**src/rtl/alu19_pkg.sv**
```systemverilog
// Shared definitions for the 19-bit processor: op codes, FSM states and instruction field positions.
package alu19_pkg;

  localparam int ALU19_DATA_W = 19;
  localparam int ALU19_REG_AW = 3;
  localparam int ALU19_OP_W   = 4;

  localparam int OP_LSB  = 15;
  localparam int RD_LSB  = 12;
  localparam int RS1_LSB = 9;
  localparam int RS2_LSB = 6;
  localparam int IMM_W   = 12;

  localparam logic [3:0] OP_ADD = 4'd0;
  localparam logic [3:0] OP_SUB = 4'd1;
  localparam logic [3:0] OP_MUL = 4'd2;
  localparam logic [3:0] OP_DIV = 4'd3;
  localparam logic [3:0] OP_INC = 4'd4;
  localparam logic [3:0] OP_DEC = 4'd5;
  localparam logic [3:0] OP_AND = 4'd6;
  localparam logic [3:0] OP_OR  = 4'd7;
  localparam logic [3:0] OP_XOR = 4'd8;
  localparam logic [3:0] OP_NOT = 4'd9;
  localparam logic [3:0] OP_LDI = 4'd10;

  typedef enum logic [1:0] {
    ST_IDLE,
    ST_READ,
    ST_EXEC,
    ST_WB
  } state_t;

endpackage

```
**src/rtl/alu19_regfile.sv**
```systemverilog
// 2**REG_AW x DATA_W register file: two read ports, one write port, one debug read port,
// synchronous clear while rst_n is low (clear wins over a same-edge write).
module alu19_regfile #(
  parameter int DATA_W = 19,
  parameter int REG_AW = 3
) (
  input  logic              clk,
  input  logic              rst_n,
  input  logic [REG_AW-1:0] ra1,
  output logic [DATA_W-1:0] rd1,
  input  logic [REG_AW-1:0] ra2,
  output logic [DATA_W-1:0] rd2,
  input  logic              we,
  input  logic [REG_AW-1:0] wa,
  input  logic [DATA_W-1:0] wd,
  input  logic [REG_AW-1:0] dbg_addr,
  output logic [DATA_W-1:0] dbg_data
);

  logic [DATA_W-1:0] rf [2**REG_AW];

  always_ff @(posedge clk) begin
    if (!rst_n) begin
      rf <= '{default: '0};
    end else if (we) begin
      rf[wa] <= wd;
    end
  end

  assign rd1      = rf[ra1];
  assign rd2      = rf[ra2];
  assign dbg_data = rf[dbg_addr];

endmodule

```
**src/rtl/alu19_issue_ctrl.sv**
```systemverilog
// Decode/issue controller for the 19-bit ALU: IDLE -> READ -> EXEC -> WB, one instruction per 4 cycles.
// Optional `ALU19_DIV0_TRAP_EN: DIV by zero suppresses writeback and raises err.
module alu19_issue_ctrl
  import alu19_pkg::*;
#(
  parameter int DATA_W = ALU19_DATA_W,
  parameter int REG_AW = ALU19_REG_AW,
  parameter int OP_W   = ALU19_OP_W
) (
  input  logic              clk,
  input  logic              rst_n,
  input  logic              instr_valid,
  output logic              instr_ready,
  input  logic [DATA_W-1:0] instr,
  output logic [DATA_W-1:0] alu_a,
  output logic [DATA_W-1:0] alu_b,
  output logic [OP_W-1:0]   alu_op,
  input  logic [DATA_W-1:0] alu_result,
  input  logic              alu_zero,
  output logic              done,
  output logic              err,
  output logic              zero_flag,
  input  logic [REG_AW-1:0] dbg_addr,
  output logic [DATA_W-1:0] dbg_data
);

  state_t            state;
  logic [DATA_W-1:0] instr_q;
  logic [DATA_W-1:0] result_q;
  logic              trap_q;

  logic [OP_W-1:0]   op;
  logic [REG_AW-1:0] rd_a, rs1_a, rs2_a;
  logic [DATA_W-1:0] rs1_d, rs2_d, wb_val;
  logic              illegal, is_ldi, we;
  logic              unused_alu_zero;

  assign unused_alu_zero = alu_zero;

  always_comb begin
    op      = instr_q[OP_LSB +: OP_W];
    rd_a    = instr_q[RD_LSB +: REG_AW];
    rs1_a   = instr_q[RS1_LSB +: REG_AW];
    rs2_a   = instr_q[RS2_LSB +: REG_AW];
    illegal = (op > OP_LDI);
    is_ldi  = (op == OP_LDI);
    wb_val  = is_ldi ? DATA_W'(instr_q[IMM_W-1:0]) : result_q;
    we      = (state == ST_WB) && !illegal && !trap_q;
  end

  assign instr_ready = (state == ST_IDLE);

  alu19_regfile #(
    .DATA_W(DATA_W),
    .REG_AW(REG_AW)
  ) u_rf (
    .clk      (clk),
    .rst_n    (rst_n),
    .ra1      (rs1_a),
    .rd1      (rs1_d),
    .ra2      (rs2_a),
    .rd2      (rs2_d),
    .we       (we),
    .wa       (rd_a),
    .wd       (wb_val),
    .dbg_addr (dbg_addr),
    .dbg_data (dbg_data)
  );

  always_ff @(posedge clk) begin
    if (!rst_n) begin
      state     <= ST_IDLE;
      instr_q   <= '0;
      result_q  <= '0;
      trap_q    <= 1'b0;
      alu_a     <= '0;
      alu_b     <= '0;
      alu_op    <= '0;
      done      <= 1'b0;
      err       <= 1'b0;
      zero_flag <= 1'b0;
    end else begin
      done <= 1'b0;
      err  <= 1'b0;
      case (state)
        ST_IDLE: begin
          if (instr_valid) begin
            instr_q <= instr;
            state   <= ST_READ;
          end
        end
        ST_READ: begin
          alu_a  <= rs1_d;
          alu_b  <= rs2_d;
          alu_op <= op;
          state  <= ST_EXEC;
        end
        ST_EXEC: begin
          result_q <= alu_result;
`ifdef ALU19_DIV0_TRAP_EN
          trap_q   <= (op == OP_DIV) && (alu_b == '0);
`else
          trap_q   <= 1'b0;
`endif
          state    <= ST_WB;
        end
        ST_WB: begin
          // done/err land on the same edge as the register write, so they appear 3 cycles after accept
          done <= 1'b1;
          err  <= illegal || trap_q;
          if (!illegal && !trap_q) begin
            zero_flag <= (wb_val == '0);
          end
          state <= ST_IDLE;
        end
        default: state <= ST_IDLE;
      endcase
    end
  end

endmodule
```
**config.mk**
```make
export PLATFORM = sky130hd
export DESIGN_NAME = alu19_issue_ctrl
export DESIGN_NICKNAME = d
export VERILOG_FILES = /design/src/rtl/alu19_pkg.sv /design/src/rtl/alu19_regfile.sv /design/src/rtl/alu19_issue_ctrl.sv
export SDC_FILE = /design/constraint.sdc
export NUM_CORES = 1
export LEC_CHECK = 0
export CORE_MARGIN = 4
export CORE_UTILIZATION = 55
export CTS_CLUSTER_SIZE = 16
export DETAILED_ROUTE_END_ITERATION = 16
export DONT_BUFFER_PORTS = 1
export PLACE_DENSITY = 0.78
export REMOVE_ABC_BUFFERS = 1
export SYNTH_ARGS = -nofsm -noshare
export SYNTH_HDL_FRONTEND = slang
export SYNTH_SLANG_ARGS = --single-unit
```
**constraint.sdc**
```tcl
create_clock -name clk -period 4.2 [get_ports clk]
set_input_delay 1.26 -clock clk [delete_from_list [all_inputs] [get_ports clk]]
set_output_delay 1.26 -clock clk [all_outputs]
set_load 0.02 [all_outputs]
```
# == Word level (Yosys, flattened, before mapping) ==
# Cells that the tools add are included.
# classes
magnitude_cmp,6
n_eq_ne,5
muxes,16
bitwise_logic,4
reduce_logical,8
# ops
cell,n
binary-select mux 19 bit (select 3 bit),3
bitwise mux 152 bit,1
2-to-1 mux 19 bit,8
demux 19 bit (select 3 bit),1
zero test 19 bit,1
greater-or-equal comparator 4 bit (second input constant),4
NOT 3 -> 4 bit,4
case mux 2 bit (4 select lines),1
AND reduction 2 bit,3
== test 2 bit (second input constant),2
== test 4 bit (second input constant),1
> comparator 4 bit (second input constant),1
< comparator 4 x 1 -> 1 bit (second input constant),1
== test 2 x 1 -> 1 bit (second input constant),1
logical AND 1 bit,2
zero test 2 bit,1
2-to-1 mux 2 bit,1
!= test 2 bit (second input constant),1
zero test 1 bit,1
2-to-1 mux 1 bit,1
# word_totals
ff_bits,237
inputBits,45
out_inout_bits,65
word_cells,56

# == Depth between registers and ports, before layout ==
# depth
depth_word,6
depth_mapped,7
ltp_nobuf,5

# == Modules after synthesis ==
# From an unflattened synthesis, not the netlist that was laid out.
# hier_totals
hier_cells,1232
hier_area_um2,12928.6
# modules_own_cells
module,instances,cells_each,area_each_um2,seq_area_each_um2
alu19_regfile,1,892,9412.8,3042.9
alu19_issue_ctrl,1,340,3515.9,1701.6

# == Least setup slack after synthesis ==
# Ideal clock, no wire load.
# synth_path
path_type,input to output
startpoint,in dbg_addr[0]
endpoint,out dbg_data[0]
arrival_ns,2.686
required_time_ns,2.940
path_slack_ns,0.254
stages,4
n_path_buf,2
cell_sequence,buf_2 buf_2 mux4_2 mux2_2
# synth_between
elab_chain_cells,4
# synth_rtl
element,line_no,source
from (decl),alu19_issue_ctrl.sv:23,"input logic [REG_AW-1:0] dbg_addr,"
NOT 3 -> 4 bit (implied by the code),alu19_regfile.sv:32,assign dbg_data = rf[dbg_addr];
binary-select mux 19 bit (select 3 bit),alu19_regfile.sv:32,
2-to-1 mux 19 bit (implied by the code) (2 in series),alu19_regfile.sv:32,
to (decl),alu19_issue_ctrl.sv:24,output logic [DATA_W-1:0] dbg_data
# Every way passes these cells. The select of a mux whose other input is x is not followed.

# == Worst setup path in the final report ==
# layout_path
startpoint,in dbg_addr[0]
endpoint,out dbg_data[1]
# The elaborated chain is that of the path after synthesis.

==> results.ini <==
[clocking]
root_buffer_master = sky130_fd_sc_hd__clkbuf_16
cts_made_buffers = 25
post_cts_resize_count = 0
clock_insertion_delay_worst_skew_ns = 0.52
postCtsHoldBufs = 0
cts.sinks = 237
cts-root-to-sink-buffers = 3
clock_tree.htree_level_count = 1
post-cts-setup-buffer-count = 0
tritoncts = built
clk_transition_reported_paths_ns = 0.06

[critical_path]
r2r_end = u_rf.rf[124]$_SDFFE_PN0P_
critPathLaunch = dbg_addr[0]
worstPathMaxFanout = 38
criticalPathCategory = primary input to output port
cp_slowest_stage_delay_ns = 0.49
critical_path.n_buffers_inverters = 0
cp-end-kind = output port
timing.reg2reg.setup_slack_ns = 1.40
worstPathCellList = mux4_2 > mux2_2
critical-path-slowest-cell = sky130_fd_sc_hd__mux4_2
worstReg2RegStart = instr_q[18]$_SDFFE_PN0P_
critical_path_arrival_ns = 2.15
cp-start-kind = primary input
critical_path.top_delay_family = multiplexers
cp.required_ns = 2.94
reg2regPathDepth = 4

[timing]
tightest_slew_ns = 1.26
final_worst_path_setup_slack_ns = 0.794
final.setup_skew_ns = 0.0124
slew_violations = 0
period_minus_slack_ns = 3.41
min_period_over_period_pct = 81.1
finalSetupTns_ns = 0
max_freq_mhz = 294
rsz_0062_raised_after_global_routing = false
setup_viol = 0
maxSlewHeadroom_pct = 16.2
hold-worst-slack_ns = 0.506
number_of_failing_hold_endpoints_at_the_final_stage = 0

[logic_synthesis]
synth-edff-count = 0
synth_cells = 1072
synth_sequential_area_ratio_pct = 37.9
ys_ff_latch = 237
post_synth_design_cell_area_um2 = 12500
postSynth.topFlopCell = sky130_fd_sc_hd__dfxtp_1
async_s_r_ff_share_synth_pct = 0
ys_types = 38
synth_warnings = 0
synth_area_per_cell_um2 = 11.7

[global_route]
number_of_global_route_vias_before_repair = 8330
initial_antenna_violation_count = 1
maximum_number_of_pins_on_one_net_before_global_route_repair = 238
grt.total_usage_pct = 23.2
grt_total_ovfl = 0
wire_length_of_the_first_global_routing_pass_mm = 47.8

[routing]
wl_met3_mm = 2.50
routed-wl-met2_mm = 14.7
firstDrtPassIters = 5
detail-route-antenna-nets = 0
top_signal_layer_used = met4
num_vias = 8508
detail_route.vias_per_cell = 6.52
drt-met1-wl_mm = 12.3
first_iter_violations = 957
drt-wirelength-per-cell_um = 23.2
remaining_drc_errors = 0
totalWireLength_mm = 30.2

[power_and_ir_drop]
irDropWorstVdd_mv = 0.269
pwr_density_cell_nw_per_um2 = 495
total_leakage_power_nw = 5.37

[placement]
numPortBuffers = 0
routabilityCongestion = 0.799
pre_cts_ws_ns = 0.820
dp_hpwl_mm = 17.9

[final_layout]
register_area_um2 = 4750
num-fill-cells = 1770
area.growth.synth_to_final_pct = 5.84
fin_util_pct = 60.0
multi_input_comb_area_um2 = 7170
final_net_count = 1054
drive_gt1_share_pct = 21.3

[worst_hold_path]
holdPathEnd = instr_q[15]$_SDFFE_PN0P_
hold_start = instr_q[15]$_SDFFE_PN0P_
hold-path-cell-count = 2
hold_class = flop to flop

[floorplanning]
row_count = 54
die_outline_width_um = 159
core_area_um2 = 22100
dieHeight_um = 159
effective_utilization_at_floorplan_pct = 56.7
ioPinCount = 110
floorplan.die_area_um2 = 25200

[flow_run]
maxCapViolCount = 0

[outcome]
run_status = finished clean

stage by stage:
stage	std cells	instance area (µm²)	power, mW
CTS	1303	13200	6.61
global placement	1258	12400	4.38
detailed placement	1258	12400	4.42
floorplan	961	11900	4.01
finish	1304	13200	6.55
global route	1304	13200	6.85
logic make-up after synthesis:
group | count (synthesis) | synth area share [%]
mux | 263 | 33.4
simple gates | 247 | 9.55
flops | 237 | 37.9
compound gates | 206 | 13.9
buf+inv | 115 | 4.82
fa+ha+maj | 4 | 0.400
worst register-to-register path: stages, from the launching register on:
cell and delay [ns]:
sky130_fd_sc_hd__dfxtp_1 0.89, sky130_fd_sc_hd__and4bb_2 0.81, sky130_fd_sc_hd__mux2i_1 0.70, sky130_fd_sc_hd__nand2_1 0.12, sky130_fd_sc_hd__o211a_1 0.16
cells in the mapped netlist (all sizes together) (2+ instances only):
cell     number  area, µm²
nand2b        3       18.8
inv           4       15.0
buf          53        370
mux2i       130       1400
dfxtp       237       4740
clkbuf       58        218
o21ai        40        200
mux2         19        214
a2111oi       7        193
ha            4       50.1
nor2b        87        544
mux4        114       2570
nor2          5       18.8
o211a        96        961
a21boi       19        143
nand2       137        514
a21oi        40        200
nor4          5       31.3
and2          2       12.5
layer usage:
metal	up-vias	global-route usage, %
met1	4254	30.8
met5	-	0
met4	0	5.76
met3	55	4.85
li1	3878	-
met2	321	39.4
worst max-delay path by stage:
stage | cells past startpoint | end | slack [ns]
2_1_floorplan | 2 | dbg_data[0] | 0.90
3_3_place_gp | 2 | dbg_data[17] | 0.83
3_5_place_dp | 2 | dbg_data[2] | 0.82
4_1_cts | 2 | dbg_data[2] | 0.82
5_1_grt | 2 | dbg_data[14] | 0.81
6_report | 2 | dbg_data[1] | 0.79
final cells by class:
cell class,instances,share of cell area [%]
diodes,1,0.0189
well taps,280,2.64
clock buffers,35,5.61
flip-flops and latches,237,35.8
inverters,4,0.113
multi-input cells,720,54.1
repair buffers,17,1.06
clock inverters,10,0.567
sequential cells by signal (all words and copies together), names as in the netlist:
register	cells
alu_b	19
state	2
err	1
instr_q	19
alu_op	4
alu_a	19
zero_flag	1
result_q	19
done	1
u_rf.rf	152
report_power, final:
part	internal, mW	switching, mW
Combinational	0.566	0.699
Clock	1.29	0.896
Sequential	2.53	0.573
cell usage in the layout, fill, tap and decap left out, types with 19 or more instances in the layout:
| master | netlist | final |
|---|---|---|
| sky130_fd_sc_hd__mux2_2 | 19 | 19 |
| sky130_fd_sc_hd__a21oi_1 | 40 | 40 |
| sky130_fd_sc_hd__mux2i_1 | 122 | 122 |
| sky130_fd_sc_hd__o211a_1 | 96 | 96 |
| sky130_fd_sc_hd__clkbuf_16 | 0 | 25 |
| sky130_fd_sc_hd__o21ai_0 | 39 | 39 |
| sky130_fd_sc_hd__nand2_1 | 137 | 137 |
| sky130_fd_sc_hd__nor2b_1 | 87 | 87 |
| sky130_fd_sc_hd__dfxtp_1 | 237 | 233 |
| sky130_fd_sc_hd__mux4_2 | 114 | 114 |
| sky130_fd_sc_hd__a21boi_0 | 19 | 19 |
No activity file was read; power rests on OpenSTA's default activity.
